==> src/rtl/norm_shift_left_seq.sv <==
// Iterative 24-bit left-shift normalizer, one binary stage (16/8/4/2/1) per cycle.
// Build option: NORM_DENORM_CLAMP_EN limits shifting so the exponent stays >= 1.
module norm_shift_left_seq (
   input  logic        clk,
   input  logic        rst_n,
   input  logic        in_valid,
   output logic        in_ready,
   input  logic [23:0] in_mant,
   input  logic [7:0]  in_exp,
   output logic        out_valid,
   input  logic        out_ready,
   output logic [23:0] out_mant,
   output logic [7:0]  out_exp,
   output logic [4:0]  out_nshift,
   output logic        out_zero,
   output logic        out_uflow
);

   typedef enum logic [2:0] {
      IDLE = 3'd0,
      S16  = 3'd1,
      S8   = 3'd2,
      S4   = 3'd3,
      S2   = 3'd4,
      S1   = 3'd5,
      DONE = 3'd6
   } state_t;

   state_t      state_q, state_d;
   logic [23:0] mant_q, mant_d;
   logic [7:0]  exp_q, exp_d;
   logic [4:0]  cnt_q, cnt_d;
   logic        zero_q, zero_d;

   logic        accept;
   logic        hit;
   logic [4:0]  k;
   logic [8:0]  d;

`ifdef NORM_DENORM_CLAMP_EN
   logic [8:0]  lim;
   logic [8:0]  sum;
`endif

   assign accept = in_valid && in_ready;

   always_ff @(posedge clk or negedge rst_n) begin
      if (!rst_n) begin
         state_q <= IDLE;
         mant_q  <= '0;
         exp_q   <= '0;
         cnt_q   <= '0;
         zero_q  <= 1'b0;
      end else begin
         state_q <= state_d;
         mant_q  <= mant_d;
         exp_q   <= exp_d;
         cnt_q   <= cnt_d;
         zero_q  <= zero_d;
      end
   end

   always_comb begin
      state_d = state_q;
      unique case (state_q)
         IDLE:    if (in_valid) state_d = S16;
         S16:     state_d = S8;
         S8:      state_d = S4;
         S4:      state_d = S2;
         S2:      state_d = S1;
         S1:      state_d = DONE;
         DONE: begin
            if (out_ready) state_d = in_valid ? S16 : IDLE;
         end
         default: state_d = IDLE;
      endcase
   end

   // Stage decision: shift by k only when the top k bits are all zero
   always_comb begin
      k   = 5'd0;
      hit = 1'b0;
      unique case (state_q)
         S16: begin k = 5'd16; hit = (mant_q[23:8]  == 16'd0); end
         S8:  begin k = 5'd8;  hit = (mant_q[23:16] == 8'd0);  end
         S4:  begin k = 5'd4;  hit = (mant_q[23:20] == 4'd0);  end
         S2:  begin k = 5'd2;  hit = (mant_q[23:22] == 2'd0);  end
         S1:  begin k = 5'd1;  hit = ~mant_q[23];              end
         default: begin k = 5'd0; hit = 1'b0; end
      endcase
`ifdef NORM_DENORM_CLAMP_EN
      lim = (exp_q == 8'd0) ? 9'd0 : ({1'b0, exp_q} - 9'd1);
      sum = {4'd0, cnt_q} + {4'd0, k};
      if (sum > lim) hit = 1'b0;
`endif
   end

   always_comb begin
      mant_d = mant_q;
      exp_d  = exp_q;
      cnt_d  = cnt_q;
      zero_d = zero_q;
      if (accept) begin
         mant_d = in_mant;
         exp_d  = in_exp;
         cnt_d  = 5'd0;
         zero_d = (in_mant == 24'd0);
      end else if (hit) begin
         mant_d = mant_q << k;
         cnt_d  = cnt_q + k;
      end
   end

   assign d = {1'b0, exp_q} - {4'd0, cnt_q};

   always_comb begin
      in_ready   = (state_q == IDLE) || ((state_q == DONE) && out_ready);
      out_valid  = 1'b0;
      out_mant   = '0;
      out_exp    = '0;
      out_nshift = '0;
      out_zero   = 1'b0;
      out_uflow  = 1'b0;
      if (state_q == DONE) begin
         out_valid = 1'b1;
         if (zero_q) begin
            out_zero = 1'b1;
         end else begin
            out_mant   = mant_q;
            out_nshift = cnt_q;
`ifdef NORM_DENORM_CLAMP_EN
            out_exp    = mant_q[23] ? d[7:0] : 8'd0;
`else
            // d is signed 9-bit; zero or negative means underflow
            if (d[8] || (d == 9'd0)) begin
               out_uflow = 1'b1;
            end else begin
               out_exp = d[7:0];
            end
`endif
         end
      end
   end

endmodule

==> config.mk <==
export PLATFORM = sky130hd
export DESIGN_NAME = norm_shift_left_seq
export DESIGN_NICKNAME = d
export VERILOG_FILES = /design/src/rtl/norm_shift_left_seq.sv
export SDC_FILE = /design/constraint.sdc
export NUM_CORES = 1
export LEC_CHECK = 0
export CAP_MARGIN = 20
export CORE_MARGIN = 5
export CORE_UTILIZATION = 47
export DETAILED_ROUTE_END_ITERATION = 7
export GPL_ROUTABILITY_DRIVEN = 0
export HOLD_SLACK_MARGIN = 0.08
export PLACE_DENSITY = 0.76
export SYNTH_ARGS = -nofsm -noshare
export SYNTH_HDL_FRONTEND = slang
export SYNTH_SLANG_ARGS = --single-unit
==> constraint.sdc <==
create_clock -name clk -period 2.87 [get_ports clk]
set_clock_uncertainty 0.15 [all_clocks]
set_input_delay 0.861 -clock clk [delete_from_list [all_inputs] [get_ports clk]]
set_output_delay 0.861 -clock clk [all_outputs]
set_load 0.03 [all_outputs]
==> qor.csv, run 1 <==
metric,value,unit
sequential fraction of the synthesis area,0.2826,
Filler Cells Inserted,666,
synthesis-to-finish area growth,32.98,%
count of inserted antenna diode cells,0,
"commonest cells after routing, fill and taps aside","buf_4, nand2_1, dfrtp_1",
total leakage power,2.064,nW
outcome,"finished, violations left",
floorplan die area,9583,sq um
share of post-route cells with drive strength above 1,0.2632,
net count of the finished layout,579,
final worst slack,-0.3348,ns
violations in the final reports,negative setup slack,
synthesized area,3631,sq um
Routed WL,11460,microns
maximum operating frequency,312.0,MHz
final design area excluding fillers,4828,sq um
sum of routed wire segments on met1,4816,microns
sequential cell area in the final layout,1030,sq um
normalized max-slew margin,0.3443,
min cycle time layout,3.205,ns
fraction of synthesis flops using an asynchronous set or reset pin,1.000,
met3 WL post-DR,892,microns
clock tree from TritonCTS,built,
post-route antenna net violation count,0,
via-per-instance ratio,5.986,
post-synthesis cell count,446,
"Clk pin slew, worst setup/hold paths",0.08,ns
initial antenna violation count,0,
number of register bits inferred by synthesis,41,
number of cells after detailed placement,621,
half-perimeter wire length after detailed placement,8456,microns
area of the core region,7607,sq um
number of detailed-route iterations in the first pass,5,
area of combinational cells with multiple inputs,2467,sq um
Hold WC Path Type,reg -> reg,
Hold Fails Final Rpt,0,
vias in the first global route,3762,
Post-Place Setup Slack,-0.1489,ns
total of warnings raised by yosys,0,
mean cell area of the mapped netlist,8.141,sq um
"Period Utilization, post-route",1.117,
buffer type at the clock tree root,clkbuf_8,
biggest fanout along the worst timing path,3,
number of clock sinks,41,
# H-tree levels,2,
placed cell areas,4579,sq um
DR vias,3795,
starting density of the core,0.4773,
count of pins over their slew limit,0,
Power Density,1221,nW/um^2
Finish-stage setup viols,9,
Post-Synthesis Net Count,494,
count of pins on the block boundary,77,
cts hold-fix bufs,0,
kind of start point of the critical path,flop,
setup repair after global routing missed its margin,true,
type of destination of the critical path,primary output,
floorplan die height,97.90,microns
worst-case vdd ir drop,0.5656,mV
overflow left after global routing,0,
Bufs on Longest Clock Path,2,
number of core rows,32,
worst skew pair latency,0.29,ns
remaining routing DRC violations,0,
number of buffers added by the clock tree synthesis step,5,
"most common cell after layout, fill and taps aside",buf_4,
final non-filler cell total,634,
Design Power,0.005894,W
first-pass GRT wire length,18570,microns
Least-Margin Pin Slew,0.9804,ns
leading register cell type out of synthesis,dfrtp_1,
width of the die,97.90,microns
met2 layer wire length in the routed design,5572,microns
drt initial violations,420,
data required time of the worst path,1.86,ns
pin count of the biggest net entering global routing,43,
Setup CP Type,reg -> out,
data arrival time of the critical path,2.19,ns
Post-synth EDFFs,0,
count of different cell masters after synthesis,59,
routed len/inst,18.07,microns
count of input and output buffers,76,
highest metal layer with signal wires,met4,
MaxCap Viol Count,0,
overall fraction of global-route tracks in use,0.2347,
registers in the layout, indices dropped and copies added, names as in the netlist:
register and cells:
state_q 3, mant_q 24, zero_q 1, cnt_q 5
exp_q 8
layout make-up:
| cell class | instances | area share |
|---|---|---|
| Clock buffer | 6 | 0.01503 |
| Clock inverter | 2 | 0.002073 |
| Inverter | 19 | 0.01477 |
| Multi-Input combinational cell | 344 | 0.5110 |
| Sequential cell | 41 | 0.2133 |
| Tap cell | 102 | 0.02643 |
| Timing Repair Buffer | 120 | 0.2174 |
per-stage QoR:
stage	TNS, ns	util	hold WS [ns]
2_1_floorplan	-2.103	-	0.3023
3_3_place_gp	-1.132	0.6020	0.3202
3_5_place_dp	-1.967	0.6020	0.3285
4_1_cts	-2.809	0.6248	0.3468
5_1_grt	-3.397	0.6347	0.3831
6_report	-2.601	0.6347	0.3504
layer usage:
| layer | global-route usage | up-vias |
|---|---|---|
| li1 | - | 1797 |
| met1 | 0.3153 | 1801 |
| met2 | 0.3911 | 184 |
| met3 | 0.04286 | 13 |
| met4 | 0.05857 | 0 |
| met5 | 0 | - |
what timing repair did:
action	CTS	global route
setup buffers	1	4
pin swaps	15	10
endpoints found under the setup margin	27	28
gates resized for setup	22	12
synthesized netlist by cell type, types with 6 or more instances:
| cell type | count | area (sq um) |
|---|---|---|
| nor4_1 | 15 | 93.84 |
| o221ai_1 | 6 | 52.55 |
| mux2i_1 | 14 | 140.1 |
| o21ai_0 | 17 | 85.08 |
| buf_2 | 19 | 95.09 |
| nor2b_1 | 7 | 43.79 |
| nor3_1 | 8 | 40.04 |
| nor2_1 | 43 | 161.4 |
| a21oi_1 | 24 | 120.1 |
| nand2_1 | 47 | 176.4 |
| ha_1 | 10 | 125.1 |
| clkbuf_1 | 12 | 45.04 |
| a221o_1 | 21 | 210.2 |
| inv_1 | 19 | 71.32 |
| and2_1 | 24 | 150.1 |
| nand2b_1 | 13 | 81.33 |
| a211oi_1 | 10 | 75.07 |
| nand3_1 | 10 | 50.05 |
| dfrtp_1 | 41 | 1026 |
logic make-up (layout without fill, tap and decap cells):
family / after synthesis / in the layout / share of synthesized area
buffers and inverters: 61 / 147 / 0.08201
and+or+nand+nor: 182 / 182 / 0.2553
muxes: 19 / 19 / 0.05720
AOI/OAI and AO/OA: 123 / 123 / 0.2581
xor gates and xnor gates: 8 / 8 / 0.01930
adders and majority gates: 12 / 12 / 0.04549
DFF: 41 / 41 / 0.2826
path summary, 6_finish.rpt:
path,slack [ns],from,to,cells after the start
hold / removal,0.35,exp_q[4],exp_q[4],2
hold reg to reg,0.35,exp_q[4],exp_q[4],2
setup / recovery,-0.33,cnt_q[0],out_uflow,9
max in group asynchronous,1.67,rst_n,exp_q[1],2
setup reg to reg,0.26,state_q[0],cnt_q[4],12
min in group asynchronous,0.40,rst_n,zero_q,1
where the power goes:
group	internal (W)	total, W	leakage [nW]	switching [W]
combinational	0.00194	0.00418	1.51	0.00225
sequential	0.000852	0.00133	0.512	0.000480
clock	0.000169	0.000377	0.0450	0.000208
critical path, cell delays in order, from the launching register on:
cell	delay, ns
dfrtp_1	0.42
ha_4	0.15
inv_2	0.03
fa_2	0.38
a31oi_4	0.18
buf_4	0.14
a21oi_1	0.06
nor4b_2	0.24
o21a_2	0.18
buf_6	0.12
No activity file was read; power rests on OpenSTA's default activity.
==> run 2, diff against run 1 <==
SLEW_MARGIN = 20   (was not set)
==> results of run 2 <==
Final layout, timing and power as in run 1 (identical DEF).
==> run 3, diff against run 2 <==
REMOVE_ABC_BUFFERS = 1   (was not set)
clock period = 2.8 ns   (was 2.87 ns; I/O delays follow)
==> qor.csv, run 3 (synthesized netlist as in run 1, its figures left out) <==
metric,value,unit,change
outcome,"finished, violations left",,unchanged
violations in the final reports,negative setup slack,,unchanged
"Clk pin slew, worst setup/hold paths",0.10,ns,was 0.08 ns
DR vias,3942,,was 3795
vias in the first global route,3770,,was 3762
number of clock sinks,41,,unchanged
final worst slack,-0.4460,ns,was -0.3348 ns
Hold Fails Final Rpt,0,,unchanged
setup repair after global routing missed its margin,true,,unchanged
MaxCap Viol Count,0,,unchanged
# H-tree levels,2,,unchanged
"Period Utilization, post-route",1.159,,
initial antenna violation count,0,,unchanged
buffer type at the clock tree root,clkbuf_8,,unchanged
count of input and output buffers,76,,unchanged
floorplan die height,97.90,microns,unchanged
flip-flop count of the largest register after layout,24,,unchanged
Register-to-Register Path Depth,12,,unchanged
data required time of the worst path,1.81,ns,was 1.86 ns
pin count of the biggest net entering global routing,35,,was 43
count of pins over their slew limit,0,,unchanged
worst-case vdd ir drop,0.7534,mV,was 0.5656 mV
cts hold-fix bufs,0,,unchanged
share of post-route cells with drive strength above 1,0.2425,,was 0.2632
post-route antenna net violation count,0,,unchanged
worst skew pair latency,0.31,ns,was 0.29 ns
data arrival time of the critical path,2.26,ns,was 2.19 ns
biggest regs,"mant_q: 24 flops, exp_q: 8 flops, cnt_q: 5 flops",,unchanged
"commonest cells after routing, fill and taps aside","buf_4, nand2_1, nor2_1",,"was buf_4, nand2_1, dfrtp_1"
overflow left after global routing,0,,unchanged
"most common cell after layout, fill and taps aside",buf_4,,unchanged
worst hold-check slack,0.3071,ns,was 0.3504 ns
type of destination of the critical path,primary output,,unchanged
remaining routing DRC violations,0,,unchanged
min cycle time layout,3.246,ns,
Power Density,1239,nW/um^2,was 1221 nW/um^2
count of pins on the block boundary,77,,unchanged
kind of start point of the critical path,flop,,unchanged
maximum operating frequency,308.1,MHz,
number of core rows,32,,unchanged
Least-Margin Pin Slew,1.012,ns,was 0.9804 ns
floorplan die area,9583,sq um,unchanged
area of the core region,7607,sq um,unchanged
total leakage power,2.041,nW,was 2.064 nW
Bufs on Longest Clock Path,2,,unchanged
normalized max-slew margin,0.3231,,was 0.3443
starting density of the core,0.4773,,unchanged
largest reg by FF count,mant_q,,unchanged
via-per-instance ratio,6.218,,was 5.986
clock tree from TritonCTS,built,,unchanged
Setup CP Type,reg -> out,,unchanged
Routed WL,11880,microns,was 11460 microns
half-perimeter wire length after detailed placement,8773,microns,was 8456 microns
synthesis-to-finish area growth,29.50,%,was 32.98%
count of inserted antenna diode cells,0,,unchanged
number of detailed-route iterations in the first pass,7,,was 5
accumulated negative setup slack,-3.560,ns,was -2.601 ns
number of buffers added by the clock tree synthesis step,5,,unchanged
drt initial violations,502,,was 420
Finish-stage setup viols,9,,unchanged
Hold WC Path Type,in -> async,,was reg -> reg
routed len/inst,18.74,microns,was 18.07 microns
width of the die,97.90,microns,unchanged
net count of the finished layout,579,,unchanged
biggest fanout along the worst timing path,3,,unchanged
overall fraction of global-route tracks in use,0.2418,,was 0.2347
first-pass GRT wire length,19210,microns,was 18570 microns
run 3: changes by cell type in the layout (fill, tap and decap cells not counted), sizes merged:
cell and delta:
clkbuf -1, clkinv -2, inv +3
run 3: stage by stage:
stage / cell area (sq um) / worst slack (ns) / util / instances / power, W
finish: 4702 / -0.4460 / 0.6181 / 634 / 0.005824
global route: 4702 / -0.5899 / 0.6181 / 634 / 0.006226
CTS: 4676 / -0.4385 / 0.6146 / 631 / 0.005699
detailed placement: 4487 / -0.2884 / 0.5898 / 622 / 0.005070
global placement: 4487 / -0.1834 / 0.5898 / 622 / 0.004962
floorplan: 3405 / -0.8474 / - / 404 / 0.003689
run 3: layout make-up:
cell class,instances,area [sq um]
fill,677,2905
timing repair buffer,120,1002
clock buffer,5,68.82
inverter,19,71.32
clock inverter,3,28.78
tap,102,127.6
sequential,41,1028
multi-input combinational,344,2375
run 3: critical path: stages (launching register included):
cell,delay (ns)
dfrtp_1,0.41
buf_4,0.15
fa_2,0.42
a21oi_2,0.13
o21ai_1,0.06
nand2_1,0.09
nand4_1,0.12
nor4b_2,0.28
o21a_1,0.16
buf_6,0.13
run 3: repair_timing:
item | CTS | global route
endpoints found under the setup margin | 20 | 16
pin swaps | 14 | 7
gates cloned | 0 | 0
gates resized for setup | 24 | 1
buffers inserted | 2 | 3
run 3: report_power, final:
part	internal (W)	leakage [nW]	switching, W
Sequential	0.000872	0.513	0.000491
Combinational	0.00181	1.48	0.00221
Clock	0.000188	0.0511	0.000248
run 3: worst paths after layout:
check / from / endpoint / slack [ns]
setup / recovery: exp_q[1] / out_uflow / -0.45
hold / removal: rst_n / mant_q[12] / 0.31
setup reg to reg: state_q[1] / cnt_q[4] / 0.13
hold reg to reg: exp_q[4] / exp_q[4] / 0.36
max in group asynchronous: rst_n / state_q[1] / 1.51
min in group clk: exp_q[4] / exp_q[4] / 0.36
run 3: routing by layer:
metal | track usage | share of wire
met2 | 0.3681 | 0.45
met5 | 0 | 0
met1 | 0.3363 | 0.41
met4 | 0.09052 | 0.032
met3 | 0.05357 | 0.10
